File: config.mk
export PLATFORM = sky130hd
export DESIGN_NAME = stream_demux_1_n
export DESIGN_NICKNAME = d
export VERILOG_FILES = /design/src/rtl/stream_demux_pkg.sv /design/src/rtl/demux_out_slot.sv /design/src/rtl/stream_demux_1_n.sv
export SDC_FILE = /design/constraint.sdc
export NUM_CORES = 1
export LEC_CHECK = 0
export CELL_PAD_IN_SITES_DETAIL_PLACEMENT = 0
export CELL_PAD_IN_SITES_GLOBAL_PLACEMENT = 2
export CORE_AREA = 2 2 83 93
export CTS_CLUSTER_SIZE = 14
export DETAILED_ROUTE_END_ITERATION = 8
export DIE_AREA = 0 0 85 95
export PLACE_DENSITY = 0.88
export SLEW_MARGIN = 10
export SYNTH_ARGS = -nofsm -noshare
export SYNTH_HDL_FRONTEND = slang
export SYNTH_HIERARCHICAL = 1
export SYNTH_SLANG_ARGS = --single-unit
export TNS_END_PERCENT = 30
File: constraint.sdc
create_clock -name clk -period 6.44 [get_ports clk]
set_clock_uncertainty 0.05 [all_clocks]
set_input_delay 1.932 -clock clk [delete_from_list [all_inputs] [get_ports clk]]
set_output_delay 1.932 -clock clk [all_outputs]
set_load 0.01 [all_outputs]
File: src/rtl/stream_demux_pkg.sv
// Shared types and helpers for the 1-to-N packet stream demultiplexer.
package stream_demux_pkg;

  typedef enum logic [1:0] {
    IDLE = 2'd0,
    FWD  = 2'd1,
    DROP = 2'd2
  } state_e;

  // Select width for a given channel count; never narrower than one bit.
  function automatic int sel_w(input int n_ch);
    return (n_ch > 1) ? $clog2(n_ch) : 1;
  endfunction

endpackage

File: src/rtl/demux_out_slot.sv
// One-entry valid/ready holding register for a single demux output channel.
module demux_out_slot #(
  parameter int W = 9
) (
  input  logic         clk,
  input  logic         rst,
  input  logic         load,
  input  logic [W-1:0] load_data,
  input  logic         out_ready,
  output logic         out_valid,
  output logic [W-1:0] out_data
);

  logic         valid_r;
  logic [W-1:0] data_r;

  // Load has priority over drain so load+drain in one cycle keeps full rate.
  always_ff @(posedge clk) begin
    if (rst) begin
      valid_r <= 1'b0;
      data_r  <= '0;
    end else if (load) begin
      valid_r <= 1'b1;
      data_r  <= load_data;
    end else if (valid_r && out_ready) begin
      valid_r <= 1'b0;
    end else begin
      valid_r <= valid_r;
    end
  end

  assign out_valid = valid_r;
  assign out_data  = data_r;

endmodule

File: src/rtl/stream_demux_1_n.sv
// Packet demultiplexer: routes each packet to the channel named on its first
// beat, discards packets addressed beyond N_CH and counts them.
module stream_demux_1_n
  import stream_demux_pkg::*;
#(
  parameter int N_CH  = 4,
  parameter int DW    = 8,
  parameter int CNT_W = 16
) (
  input  logic                     clk,
  input  logic                     rst,
  input  logic                     in_valid,
  output logic                     in_ready,
  input  logic [DW-1:0]            in_data,
  input  logic [sel_w(N_CH)-1:0]   in_sel,
  input  logic                     in_last,
  output logic [N_CH-1:0]          out_valid,
  input  logic [N_CH-1:0]          out_ready,
  output logic [N_CH*DW-1:0]       out_data,
  output logic [N_CH-1:0]          out_last,
  output logic [CNT_W-1:0]         drop_cnt
);

  localparam int SEL_W = sel_w(N_CH);
  localparam int PAD_W = 2 ** SEL_W;
  localparam logic [SEL_W:0] N_CH_L = (SEL_W + 1)'(N_CH);

  state_e             state_r;
  logic [SEL_W-1:0]   tgt_r;
  logic [CNT_W-1:0]   drop_cnt_r;

  logic [SEL_W-1:0]   chan_s;
  logic               sel_ok_s;
  logic [PAD_W-1:0]   free_pad_s;
  logic               accept_s;
  logic               fwd_s;
  logic [N_CH-1:0]    load_s;

  // Readiness depends only on registered slot state, out_ready and in_sel.
  always_comb begin
    chan_s     = (state_r == FWD) ? tgt_r : in_sel;
    sel_ok_s   = ({1'b0, in_sel} < N_CH_L);
    free_pad_s = PAD_W'(~out_valid | out_ready);
    if (rst) begin
      in_ready = 1'b0;
    end else begin
      case (state_r)
        IDLE:    in_ready = sel_ok_s ? free_pad_s[chan_s] : 1'b1;
        FWD:     in_ready = free_pad_s[chan_s];
        DROP:    in_ready = 1'b1;
        default: in_ready = 1'b0;
      endcase
    end
    accept_s = in_valid && in_ready;
    fwd_s    = accept_s && ((state_r == FWD) || ((state_r == IDLE) && sel_ok_s));
    for (int k = 0; k < N_CH; k++) begin
      load_s[k] = fwd_s && (chan_s == SEL_W'(k));
    end
  end

  // Packet-level state, locked target and saturating drop counter.
  always_ff @(posedge clk) begin
    if (rst) begin
      state_r    <= IDLE;
      tgt_r      <= '0;
      drop_cnt_r <= '0;
    end else begin
      case (state_r)
        IDLE: begin
          if (accept_s && sel_ok_s) begin
            tgt_r   <= in_sel;
            state_r <= in_last ? IDLE : FWD;
          end else if (accept_s) begin
            state_r <= in_last ? IDLE : DROP;
            if (drop_cnt_r != {CNT_W{1'b1}}) begin
              drop_cnt_r <= drop_cnt_r + CNT_W'(1);
            end else begin
              drop_cnt_r <= drop_cnt_r;
            end
          end else begin
            state_r <= IDLE;
          end
        end
        FWD, DROP: begin
          if (accept_s && in_last) begin
            state_r <= IDLE;
          end else begin
            state_r <= state_r;
          end
        end
        default: state_r <= IDLE;
      endcase
    end
  end

  assign drop_cnt = drop_cnt_r;

  for (genvar k = 0; k < N_CH; k++) begin : g_slot
    logic [DW:0] slot_data_s;

    demux_out_slot #(.W(DW + 1)) u_slot (
      .clk       (clk),
      .rst       (rst),
      .load      (load_s[k]),
      .load_data ({in_last, in_data}),
      .out_ready (out_ready[k]),
      .out_valid (out_valid[k]),
      .out_data  (slot_data_s)
    );

    assign out_data[k*DW +: DW] = slot_data_s[DW-1:0];
    assign out_last[k]          = slot_data_s[DW];
  end

endmodule

==> results.cfg, run 1 <==
[clock_tree]
ctsHtreeMaxLevel = 2
cts_made_buffers = 5
path_clk_slew_ps = 80
clockBufferDepth = 2
cts_num_sinks = 43
hold_buffers = 0
clk_latency_ps = 280
cts_tree = done
post_cts_buffers = 0
cts_resized = 0
root_buffer = clkbuf_8

[yosys]
synth_xor_area_share_pct = 0
synth-compound-area-share_pct = 1.659
synthFlopType = dfxtp_1
synthSimpleGateAreaFrac_pct = 15.55
synthCells = 181
avgSynthCellArea_um2 = 10.00
synthTopCellsByCount = 43 x dfxtp_1, 43 x mux2i_1, 41 x nor2_1
ys_warn_count = 6
synth_top_family_by_area = multiplexers
ys_seq_area_share_pct = 47.55
synth_edf_count = 0
yosysUniqueCellTypes = 18
synth_top_cell_by_area = dfxtp_1
synthMuxAreaShare_pct = 23.77
synth_async_sr_flop_share_pct = 0
ys_top_cells_by_area = dfxtp_1 48%, mux2i_1 24%, nor2_1 8.5%, buf_4 6.6%, buf_6 2.5%
syn_area_um2 = 1810
synthAdderAreaFrac_pct = 0
yosys.area.top_type_share_pct = 47.55
yosys_register_bits = 43

[min_path]
worstHoldStart = g_slot[2].u_slot/out_valid$_SDFFE_PP0P_
worstHoldPathType = reg -> reg

[placement]
dp_hpwl_um = 2837
port_buffers = 58
dp_cells = 321
pre_cts_ws_ps = 669.8
gp_congestion = 0.7050
postPlaceCellArea_um2 = 2396

[worst_setup_path]
rrSetupSlack_ps = 3840
endpoint = in_ready
r2r_cells = 7
r2r_start = state_r[0]$_SDFFE_PP0P_
path_max_fanout = 4
crit_top_cell = mux2i_1
critPathKind = in -> out
worstPathCellList = clkdlybuf4s50_1 -> mux2i_1 -> mux2i_1 -> mux2i_1 -> nor2_1 -> clkdlybuf4s50_1
crit_path_end_kind = primary output
crit_slowest_cell = clkdlybuf4s50_1
crit_start = in_sel[0]
rr_endpoint = g_slot[2].u_slot/out_data[3]$_SDFFE_PP0P_
cp.required_ps = 4460
worstPathArrival_ps = 3750
critPathLaunchType = input port
slowest_delay_ps = 550

[timing]
whs_ps = 441.8
fmax_mhz = 174.4
drv_slew = 0
slew_headroom_pct = 42.31
tns_ps = 0
post-route-min-period_ps = 5735
final-hold-violation-count = 0
rsz0062_at_grt = false
worst_slack_ps = 705.3
finalCritPeriodShare_pct = 89.05
finalSetupViolCount = 0
tightest_slew_ps = 865.4

[finish]
fin_cells = 329
antennaDiodeCount = 0
seq_area_um2 = 860.8
drive_above_1_share_pct = 7.438
syn_to_final_growth_pct = 39.05
nFillCells = 763
multiInputGateArea_um2 = 802.0
finish.instance_area_um2 = 2517
nNetsFinal = 259

[pwr]
ir_worst_vdd_v = 0.00009997
power_density_nw_per_um2 = 224.3
power_leakage_uw = 0.0009325

[floorplan]
die_w_um = 85
die_area_um2 = 8075
num_rows = 33
fp.dieH_um = 95
initial_core_util_pct = 25.06
num_io_pins = 75
core_area_um2 = 7226

[global_routing]
grt_pass1_vias = 1327
grt_max_degree = 49
grt_pass1_wl_um = 6775
antenna_found_initial = 0
grt_overflow_total = 0
track_usage_pct = 10.76

[route]
wl_per_cell_um = 12.43
routed_wirelength_um = 4088
vias_per_cell = 4.040
drt_iter0_markers = 32
route.detailed.drc = 0
dr.pass1.iters = 3
vias = 1329
ant_nets = 0

[run_status]
status = complete, no violations

[job]
cap_viol_max_count = 0
flip-flops by register name, indices dropped and copies added (netlist names):
| signal | cells |
|---|---|
| g_slot.u_slot/out_data | 36 |
| state_r | 1 |
| tgt_r | 2 |
| g_slot.u_slot/out_valid | 4 |
metrics by stage:
step	total power (uW)	utilization (%)
global placement	349.2	33.16
floorplan	324.6	-
CTS	578.0	34.84
detailed placement	349.3	33.16
finish	564.6	34.84
global route	595.0	34.84
cells in the final DEF (no fill, tap or decap), types with 4 or more instances in the layout:
| master | n |
|---|---|
| buf_4 | 4 |
| clkbuf_8 | 6 |
| inv_1 | 5 |
| dfxtp_1 | 43 |
| nand2b_1 | 4 |
| clkdlybuf4s50_1 | 57 |
| and2b_2 | 4 |
| mux2i_1 | 43 |
| nor2_1 | 41 |
| or2b_1 | 5 |
| conb_1 | 16 |
| a21oi_1 | 5 |
worst min path at each step:
stage,to,slack [ps],cells after the start
6_report,g_slot[2].u_slot/out_valid$_SDFFE_PP0P_,440,2
5_1_grt,g_slot[2].u_slot/out_valid$_SDFFE_PP0P_,470,2
4_1_cts,g_slot[2].u_slot/out_valid$_SDFFE_PP0P_,440,2
3_5_place_dp,g_slot[0].u_slot/out_data[8]$_SDFFE_PP0P_,430,2
3_3_place_gp,g_slot[0].u_slot/out_data[6]$_SDFFE_PP0P_,420,2
2_1_floorplan,state_r[0]$_SDFFE_PP0P_,450,2
area by class of cell:
type                       count  area share [%]
sequential                    43           34.19
tap                           87           4.324
inverter                       5          0.7455
clock buffer                   6           3.280
clock inverter                 2           1.541
timing repair buffer          62           24.06
multi-input combinational    124           31.86
report_power, final:
part | switching, uW | total (uW) | internal [uW] | leakage, uW
Sequential | 4.11 | 277 | 273 | 0.000348
Combinational | 31.3 | 64.5 | 33.2 | 0.000522
Clock | 95.1 | 223 | 128 | 0.0000618
Total | 130 | 565 | 434 | 0.000933
layer usage:
layer | vias to the layer above | global-route usage (%) | routed length [um]
met4 | 0 | 3.571 | 27
li1 | 672 | - | -
met5 | - | 0 | 0
met3 | 2 | 3.934 | 271
met2 | 39 | 17.19 | 1905
met1 | 616 | 13.43 | 1884
worst max-delay path, delay by kind of cell:
| family | cells | cell delay (ps) |
|---|---|---|
| mux | 3 | 750 |
| simple gates | 1 | 110 |
| buf+inv | 2 | 970 |
kinds of logic after synthesis:
kind of cell	count (synthesis)
AO/OA/AOI/OAI	6
AND/OR/NAND/NOR	59
buffers and inverters	29
other	1
flip-flops	43
multiplexers	43
Note: power is estimated with default switching activity, not from simulation.
==> run 2: changes to the inputs <==
Settings changed: CAP_MARGIN from default to 15, CTS_CLUSTER_DIAMETER from default to 30.
==> results of run 2 <==
No change in the layout: final DEF, timing and power equal those of run 1.
